--- config.mk ---
export PLATFORM = sky130hd
export DESIGN_NAME = inst_loader_flat
export DESIGN_NICKNAME = d
export VERILOG_FILES = /design/src/rtl/inst_loader_if.sv /design/src/rtl/inst_loader.sv /design/src/flat_wrapper.sv
export SDC_FILE = /design/constraint.sdc
export NUM_CORES = 1
export LEC_CHECK = 0
export BUFFER_PORTS_ARGS = -buffer_cell sky130_fd_sc_hd__clkbuf_2
export CELL_PAD_IN_SITES_DETAIL_PLACEMENT = 1
export CELL_PAD_IN_SITES_GLOBAL_PLACEMENT = 1
export CORE_UTILIZATION = 45
export DETAILED_ROUTE_END_ITERATION = 10
export GPL_TIMING_DRIVEN = 0
export PLACE_DENSITY = 0.8
export SLEW_MARGIN = 20
export SYNTH_ARGS = -nofsm -noshare
export SYNTH_HDL_FRONTEND = slang
export SYNTH_SLANG_ARGS = --single-unit
--- constraint.sdc ---
create_clock -name i_clock -period 3.9 [get_ports i_clock]
set_clock_uncertainty 0.2 [all_clocks]
set_input_delay 0.585 -clock i_clock [delete_from_list [all_inputs] [get_ports i_clock]]
set_output_delay 0.585 -clock i_clock [all_outputs]
set_load 0.01 [all_outputs]
--- src/rtl/inst_loader_if.sv ---
// Handshake bundle between the debug-UART byte stream and the instruction-memory write port.
// The loader core connects through the slave modport; the stream source connects through the master modport.
interface inst_loader_if #(
    parameter int MEM_SIZE      = 8,
    parameter int DIR_ADDR_SIZE = 8
);
    logic                     i_start;
    logic [MEM_SIZE-1:0]      i_rx_data;
    logic                     i_rx_valid;
    logic                     o_mem_enable;
    logic                     o_mem_write_enable;
    logic [DIR_ADDR_SIZE-1:0] o_mem_write_addr;
    logic [MEM_SIZE-1:0]      o_mem_write_data;
    logic                     o_busy;
    logic                     o_done;
    logic                     o_error;
    logic [DIR_ADDR_SIZE-1:0] o_word_count;

    modport master (
        output i_start, i_rx_data, i_rx_valid,
        input  o_mem_enable, o_mem_write_enable, o_mem_write_addr, o_mem_write_data,
        input  o_busy, o_done, o_error, o_word_count
    );

    modport slave (
        input  i_start, i_rx_data, i_rx_valid,
        output o_mem_enable, o_mem_write_enable, o_mem_write_addr, o_mem_write_data,
        output o_busy, o_done, o_error, o_word_count
    );
endinterface

--- src/rtl/inst_loader.sv ---
// Loads a program byte-by-byte from the debug UART into instruction memory, assembling
// big-endian 32-bit words and stopping on the halt word or when memory is full.
module inst_loader #(
    parameter int          MEM_SIZE      = 8,
    parameter int          DIR_ADDR_SIZE = 8,
    parameter int          ENTRIES_SIZE  = 256,
    parameter logic [31:0] HALT_WORD     = 32'hFFFFFFFF
) (
    input  logic         i_clock,
    input  logic         i_reset,
    inst_loader_if.slave bus
);

    typedef enum logic [1:0] {
        ST_IDLE  = 2'd0,
        ST_LOAD  = 2'd1,
        ST_DONE  = 2'd2,
        ST_ERROR = 2'd3
    } state_e;

    localparam logic [DIR_ADDR_SIZE-1:0] LAST_ADDR = DIR_ADDR_SIZE'(ENTRIES_SIZE - 1);

    state_e                   state_q, state_d;
    logic [DIR_ADDR_SIZE-1:0] ptr_q, ptr_d;
    logic [1:0]               byte_cnt_q, byte_cnt_d;
    logic [23:0]              word_q, word_d;
    logic [DIR_ADDR_SIZE-1:0] word_count_q, word_count_d;
    logic                     wr_en_q, wr_en_d;
    logic [DIR_ADDR_SIZE-1:0] wr_addr_q, wr_addr_d;
    logic [MEM_SIZE-1:0]      wr_data_q, wr_data_d;
    logic                     mem_en_q, mem_en_d;
    logic                     busy_q, busy_d;
    logic                     done_q, done_d;
    logic                     error_q, error_d;

    logic [7:0]               byte_s;
    logic [31:0]              word_s;
    logic                     word_last_s;
    logic                     halt_s;

    // Only the first three bytes of a word are stored; the fourth arrives live.
    assign byte_s      = 8'(bus.i_rx_data);
    assign word_s      = {word_q, byte_s};
    assign word_last_s = (byte_cnt_q == 2'd3);
    assign halt_s      = word_last_s && (word_s == HALT_WORD);

    // Next-state, datapath and registered-output computation.
    always_comb begin
        state_d      = state_q;
        ptr_d        = ptr_q;
        byte_cnt_d   = byte_cnt_q;
        word_d       = word_q;
        word_count_d = word_count_q;
        wr_en_d      = 1'b0;
        wr_addr_d    = wr_addr_q;
        wr_data_d    = wr_data_q;

        case (state_q)
            ST_IDLE, ST_DONE, ST_ERROR: begin
                if (bus.i_start) begin
                    state_d      = ST_LOAD;
                    ptr_d        = {DIR_ADDR_SIZE{1'b0}};
                    byte_cnt_d   = 2'd0;
                    word_d       = 24'd0;
                    word_count_d = {DIR_ADDR_SIZE{1'b0}};
                end else begin
                    state_d = state_q;
                end
            end
            ST_LOAD: begin
                if (bus.i_rx_valid) begin
                    wr_en_d    = 1'b1;
                    wr_addr_d  = ptr_q;
                    wr_data_d  = bus.i_rx_data;
                    word_d     = word_s[23:0];
                    byte_cnt_d = byte_cnt_q + 2'd1;
                    if (word_last_s) begin
                        word_count_d = word_count_q + {{(DIR_ADDR_SIZE-1){1'b0}}, 1'b1};
                    end else begin
                        word_count_d = word_count_q;
                    end
                    // Halt on the final word wins over the memory-full error.
                    if (halt_s) begin
                        state_d = ST_DONE;
                    end else if (ptr_q == LAST_ADDR) begin
                        state_d = ST_ERROR;
                    end else begin
                        state_d = ST_LOAD;
                    end
                    // The pointer parks on the last address instead of wrapping.
                    if (ptr_q != LAST_ADDR) begin
                        ptr_d = ptr_q + {{(DIR_ADDR_SIZE-1){1'b0}}, 1'b1};
                    end else begin
                        ptr_d = ptr_q;
                    end
                end else begin
                    state_d = ST_LOAD;
                end
            end
            default: begin
                state_d = ST_IDLE;
            end
        endcase

        mem_en_d = (state_d == ST_LOAD) || wr_en_d;
        busy_d   = (state_d == ST_LOAD);
        done_d   = (state_d == ST_DONE);
        error_d  = (state_d == ST_ERROR);
    end

    // State and output registers with synchronous active-low reset.
    always_ff @(posedge i_clock) begin
        if (!i_reset) begin
            state_q      <= ST_IDLE;
            ptr_q        <= {DIR_ADDR_SIZE{1'b0}};
            byte_cnt_q   <= 2'd0;
            word_q       <= 24'd0;
            word_count_q <= {DIR_ADDR_SIZE{1'b0}};
            wr_en_q      <= 1'b0;
            wr_addr_q    <= {DIR_ADDR_SIZE{1'b0}};
            wr_data_q    <= {MEM_SIZE{1'b0}};
            mem_en_q     <= 1'b0;
            busy_q       <= 1'b0;
            done_q       <= 1'b0;
            error_q      <= 1'b0;
        end else begin
            state_q      <= state_d;
            ptr_q        <= ptr_d;
            byte_cnt_q   <= byte_cnt_d;
            word_q       <= word_d;
            word_count_q <= word_count_d;
            wr_en_q      <= wr_en_d;
            wr_addr_q    <= wr_addr_d;
            wr_data_q    <= wr_data_d;
            mem_en_q     <= mem_en_d;
            busy_q       <= busy_d;
            done_q       <= done_d;
            error_q      <= error_d;
        end
    end

    assign bus.o_mem_enable       = mem_en_q;
    assign bus.o_mem_write_enable = wr_en_q;
    assign bus.o_mem_write_addr   = wr_addr_q;
    assign bus.o_mem_write_data   = wr_data_q;
    assign bus.o_busy             = busy_q;
    assign bus.o_done             = done_q;
    assign bus.o_error            = error_q;
    assign bus.o_word_count       = word_count_q;

endmodule
--- src/flat_wrapper.sv ---
// flat-port wrapper written by rule: the top's interface ports become plain ports
module inst_loader_flat 
#(
    parameter int          MEM_SIZE      = 8,
    parameter int          DIR_ADDR_SIZE = 8,
    parameter int          ENTRIES_SIZE  = 256,
    parameter logic [31:0] HALT_WORD     = 32'hFFFFFFFF
)
  (i_clock, i_reset, bus_i_start, bus_i_rx_data, bus_i_rx_valid, bus_o_mem_enable, bus_o_mem_write_enable, bus_o_mem_write_addr, bus_o_mem_write_data, bus_o_busy, bus_o_done, bus_o_error, bus_o_word_count);
  inst_loader_if #(.MEM_SIZE(MEM_SIZE), .DIR_ADDR_SIZE(DIR_ADDR_SIZE)) bus_i ();
  input  logic i_clock;
  input  logic i_reset;
  input wire logic [$bits(bus_i.i_start)-1:0] bus_i_start;
  input wire logic [$bits(bus_i.i_rx_data)-1:0] bus_i_rx_data;
  input wire logic [$bits(bus_i.i_rx_valid)-1:0] bus_i_rx_valid;
  output wire logic [$bits(bus_i.o_mem_enable)-1:0] bus_o_mem_enable;
  output wire logic [$bits(bus_i.o_mem_write_enable)-1:0] bus_o_mem_write_enable;
  output wire logic [$bits(bus_i.o_mem_write_addr)-1:0] bus_o_mem_write_addr;
  output wire logic [$bits(bus_i.o_mem_write_data)-1:0] bus_o_mem_write_data;
  output wire logic [$bits(bus_i.o_busy)-1:0] bus_o_busy;
  output wire logic [$bits(bus_i.o_done)-1:0] bus_o_done;
  output wire logic [$bits(bus_i.o_error)-1:0] bus_o_error;
  output wire logic [$bits(bus_i.o_word_count)-1:0] bus_o_word_count;
  assign bus_i.i_start = bus_i_start;
  assign bus_i.i_rx_data = bus_i_rx_data;
  assign bus_i.i_rx_valid = bus_i_rx_valid;
  assign bus_o_mem_enable = bus_i.o_mem_enable;
  assign bus_o_mem_write_enable = bus_i.o_mem_write_enable;
  assign bus_o_mem_write_addr = bus_i.o_mem_write_addr;
  assign bus_o_mem_write_data = bus_i.o_mem_write_data;
  assign bus_o_busy = bus_i.o_busy;
  assign bus_o_done = bus_i.o_done;
  assign bus_o_error = bus_i.o_error;
  assign bus_o_word_count = bus_i.o_word_count;
  inst_loader #(.MEM_SIZE(MEM_SIZE), .DIR_ADDR_SIZE(DIR_ADDR_SIZE), .ENTRIES_SIZE(ENTRIES_SIZE), .HALT_WORD(HALT_WORD)) u_core (.i_clock(i_clock), .i_reset(i_reset), .bus(bus_i));
endmodule
-- Yosys cells after proc, flatten, opt, wreduce, memory -nomap -nowiden
Index checks and enable logic that the tools add are counted.
- bits in registers: 65
- bits of input ports: 12
- output and inout bits: 29
- add/sub/neg operators: 3
- eq/ne operators: 14
- muxes and demuxes: 20
- reduce and logical (&&, ||, !) cells: 8
- operators with widths (kind ; number):
    two-way mux 24 bit ; 2
    one-hot mux 24 bit (2 select lines) ; 1
    two-way mux 8 bit ; 5
    equality test 32 bit, second input constant ; 1
    one-hot mux 8 bit (2 select lines) ; 2
    adder 8 x 1 -> 8 bit, second input constant ; 2
    two-way mux 2 bit ; 6
    equality test 2 bit, second input constant ; 5
    equality test 8 bit, second input constant ; 1
    inequality test 8 bit, second input constant ; 1
    one-hot mux 2 bit (2 select lines) ; 2
    AND reduction 3 bit ; 2
    equality test 2 x 1 -> 1 bit, second input constant ; 2
    inequality test 2 x 1 -> 1 bit, second input constant ; 2
    inequality test 2 bit, second input constant ; 2
    AND reduction 2 bit ; 2
    OR reduction 3 bit ; 1
    adder 2 x 1 -> 2 bit, second input constant ; 1
    zero test 2 bit ; 1
    two-way mux 1 bit ; 2
    logical AND 1 bit ; 1
    logical OR 1 bit ; 1

-- Logic depth before layout (Yosys ltp)
- word-level depth: 7
- mapped depth: 7

-- Worst setup path after synthesis
OpenSTA, ideal clock, no wires.
- path type: input to register
- start: in bus_i_start
- end: reg u_core.ptr_q[7]
- setup time: 0.072 ns
- arrival time: 1.600 ns
- data required time: 3.628 ns
- path slack: 2.028 ns
- stages: 5
- buffers on the path: 1
- cells stage by stage: buf_2 > inv_1 > o2111a_1 > nor4b_1 > mux2i_1
- longest elaborated chain between the ends: 2
- RTL lines (item ; RTL line ; RTL):
    start: declaration ; flat_wrapper.sv:13 ; input wire logic [$bits(bus_i.i_start)-1:0] bus_i_start;
    inequality test 2 bit (no source line) ; n/a ;
    AND reduction 3 bit (no source line) ; n/a ;
    end signal: assignment ; inst_loader.sv:115 ; ptr_q <= {DIR_ADDR_SIZE{1'b0}};
    end signal: assignment ; inst_loader.sv:128 ; ptr_q <= ptr_d;
    end: declaration ; inst_loader.sv:24 ; logic [DIR_ADDR_SIZE-1:0] ptr_q, ptr_d;
No other way between the ends.
A chain may end at the register's enable or synchronous reset.

-- Worst setup path after layout
- start: reg u_core.state_q[0]
- end: reg u_core.word_q[17]
- longest elaborated chain between the ends: 4
- elaborated cells on any way between the ends: 9
- RTL lines (item ; RTL line ; RTL):
    start: declaration ; inst_loader.sv:23 ; state_e state_q, state_d;
    start signal: assignment ; inst_loader.sv:127 ; state_q <= state_d;
    equality test 2 bit or zero test 2 bit (tied branches) ; inst_loader.sv:58 ; case (state_q)
    OR reduction 3 bit ; inst_loader.sv:58 ;
    inequality test 2 bit (no source line) ; n/a ;
    AND reduction 2 bit (no source line) ; n/a ;
    end signal: assignment ; inst_loader.sv:130 ; word_q <= word_d;
    end: declaration ; inst_loader.sv:26 ; logic [23:0] word_q, word_d;
Parallel ways exist; a longest one is shown, timed or not.

==> run metrics <==
syn nets=278; post-synth top area share=52.42%; Crit path required time=around 4 ns; largest net degree at the start of global routing=13; global-route usage over all layers=24.52%; max-cap violations=0; Port Buf Inserts=39; Boundary Pins=about 40; antenna viol nets, final=0; # diodes=0; Synth Register Bits=65; post-CTS repair timing setup buffer count=0; worst setup path startpoint=u_core.state_q[0]$_SDFF_PN0_; WL final=about 6500 um; combinational power share=5.8%; Hold WS=0.2598 ns; hold path start=u_core.bus.o_mem_write_data[1]$_SDFFE_PN0P_; r2r startpoint=u_core.state_q[0]$_SDFF_PN0_; Die Ht=76.27 um; Clock Pin Slew Worst Setup and Hold Paths=0.07 ns; Vias/cell=5.647; Period Utilization, post-route=52.29%; cts repair resizes=0; Layout Cells excl Fill=388; fin area=2969 sq um; sw frac=about a quarter; grt ovf=0; Cell Area, Placed=2765 sq um; Final Critical Period=~2.0 ns; DRC Markers=0; via count=2191; die area=5817 sq um; Mapped Cells=263; cell-internal power=1.013 mW; worst setup margin=1.861 ns; P per Cell Area=454.2 nW/um^2; utilization after layout=between 50% and 60%; Crit Path Max Fanout=10; Post-synth top flop=dfxtp_1; Netlist cell types=40; final setup fails=0; root buffer cell=clkbuf_8; placed insts=372; CORE AREA=5205 sq um; number of synthesized flops with an enable pin=0; Peak VDD IR=0.0002975 V; worst slack, placed=1.686 ns; Detailed Route Iter0 Violations=86; placer congestion estimate=0.7793; leading area contributor after synthesis=dfxtp_1; final hold vios=0; slowest stage delay, CP=approximately 0.48 ns; worst hold path type=reg2reg; Final Total Pwr=1.349 mW; CTS tree=done; WL/cell=16.77 um; CTS hold repair buffers=0; WS Path Type=reg2reg; number of buffers created by CTS=9; yosys warns=0; Worst-Margin Slew=~0.64 ns; Worst path slowest cell=clkbuf_1; Net Sw Power=335.4 uW; htree depth=3; Setup TNS Final=0 ns; Area growth syn-to-layout=19.61%; DPL Wire Length=4596 um; leakage=roughly 1.2 nW; sequential-to-total area share from yosys stat=about 52%; Flop pwr share=between 50% and 60%; clock buffer depth=2; CP Launch Type=register; ys async rst share=0%; crit-path cells=nand3b_1, nor2_1, clkbuf_1, a22o_1; worst skew pair latency=0.35 ns; Die Wd=76.27 um; Syn Area/Cell=9.439 sq um; Final Max Tran Viols=0; site row count=26; Slew HR=57.25%; RSZ-0062 raised after global routing=no; commonest non-fill, non-tap cell in the layout=dfxtp_1; Critical Path End Type=register; ratio of cells with drive above 1 in the final layout=20.75%; outcome=finished, final reports clean; Pre-antenna DRT Iters=4; initial antenna violation count=0; FMAX=490.4 MHz; vias in the first global route=2143; most frequent cells in the layout=65 x dfxtp_1, 46 x nand2_1, 40 x clkbuf_2; first-pass GRT wire length=~11000 um; TritonCTS Sinks=between 60 and 70; critical path arrival=2.14 ns; cell area after synthesis=2482 sq um; starting density of the core=between 40% and 50%; nets@finish=between 300 and 400; Area contributors post-synth=dfxtp_1 52%, a22o_1 8.1%, nand2_1 7.0%, a21oi_1 6.3%, nand4_1 2.8%; Clk pwr share=43.5%
power by group through the flow:
stage          logic [mW]  registers [mW]  clock network (mW)
6_report           0.0786           0.683               0.587
5_1_grt            0.0871           0.684               0.618
4_1_cts            0.0789           0.683               0.598
3_5_place_dp       0.0777           0.698                   0
3_3_place_gp       0.0753           0.698                   0
2_1_floorplan      0.0447           0.699                   0
layout make-up:
| class | count | area, sq um |
|---|---|---|
| Inverter | 4 | 15.01 |
| Clock buffer | 10 | 137.6 |
| Multi-Input combinational cell | 180 | 1097 |
| Clock inverter | 6 | 66.31 |
| Timing Repair Buffer | 39 | 195.2 |
| Fill cell | 636 | 2236 |
| Sequential cell | 65 | 1301 |
| Tap cell | 70 | 87.58 |
| Buffer | 14 | 68.82 |
critical path, delay by kind of cell (launching register included):
| family | cells | cell delay [ns] |
|---|---|---|
| compound gates | 1 | 0.23 |
| buf+inv | 1 | 0.48 |
| flops | 1 | 0.44 |
| simple gates | 2 | 0.62 |
synthesized netlist by cell type, drive strengths merged, types with 2 or more instances:
| master | count |
|---|---|
| dfxtp | 65 |
| nand2 | 46 |
| a21oi | 32 |
| a22o | 23 |
| nand4 | 11 |
| nor2 | 11 |
| clkbuf | 8 |
| buf | 6 |
| nand2b | 6 |
| nand3 | 5 |
| inv | 4 |
| mux2i | 4 |
| and3 | 3 |
| ha | 3 |
| nor4 | 3 |
| o21ai | 3 |
| o31ai | 3 |
| or4 | 3 |
| a2111oi | 2 |
| and2 | 2 |
| and3b | 2 |
| nor2b | 2 |
| or3 | 2 |
| xnor2 | 2 |
registers in the layout, indices dropped and copies added (netlist names), 2 cells and up:
signal / count
u_core.word_q: 24
u_core.bus.o_mem_write_addr: 8
u_core.bus.o_mem_write_data: 8
u_core.bus.o_word_count: 8
u_core.ptr_q: 8
u_core.byte_cnt_q: 2
u_core.state_q: 2
routing by layer:
metal / track usage (%) / vias up / part of all wire [%]
met3: 5.389 / 11 / 4.1
met2: 37.93 / 51 / 46
met4: 12.50 / 0 / 1.8
met5: 0 / - / 0
met1: 32.15 / 1074 / 48
li1: - / 1055 / -
worst paths after layout:
path                            slack, ns  depth (start not counted)                                           to
worst min-delay path                 0.26                          2  u_core.bus.o_mem_write_data[1]$_SDFFE_PN0P_
worst max-delay path                 1.86                          4               u_core.word_q[17]$_SDFFE_PN0P_
worst min register to register       0.26                          2  u_core.bus.o_mem_write_data[1]$_SDFFE_PN0P_
worst max register to register       1.86                          4               u_core.word_q[17]$_SDFFE_PN0P_
logic make-up (layout without fill, tap and decap cells):
| logic type | Yosys count | in the layout | synth area share, % |
|---|---|---|---|
| compound gates | 71 | 71 | 20.46 |
| xor+xnor | 2 | 2 | 0.7058 |
| fa+ha+maj | 3 | 3 | 1.512 |
| mux | 4 | 4 | 1.613 |
| flops | 65 | 65 | 52.42 |
| simple gates | 100 | 100 | 19.91 |
| buf+inv | 18 | 73 | 3.377 |
No activity file was read; power rests on OpenSTA's default activity.
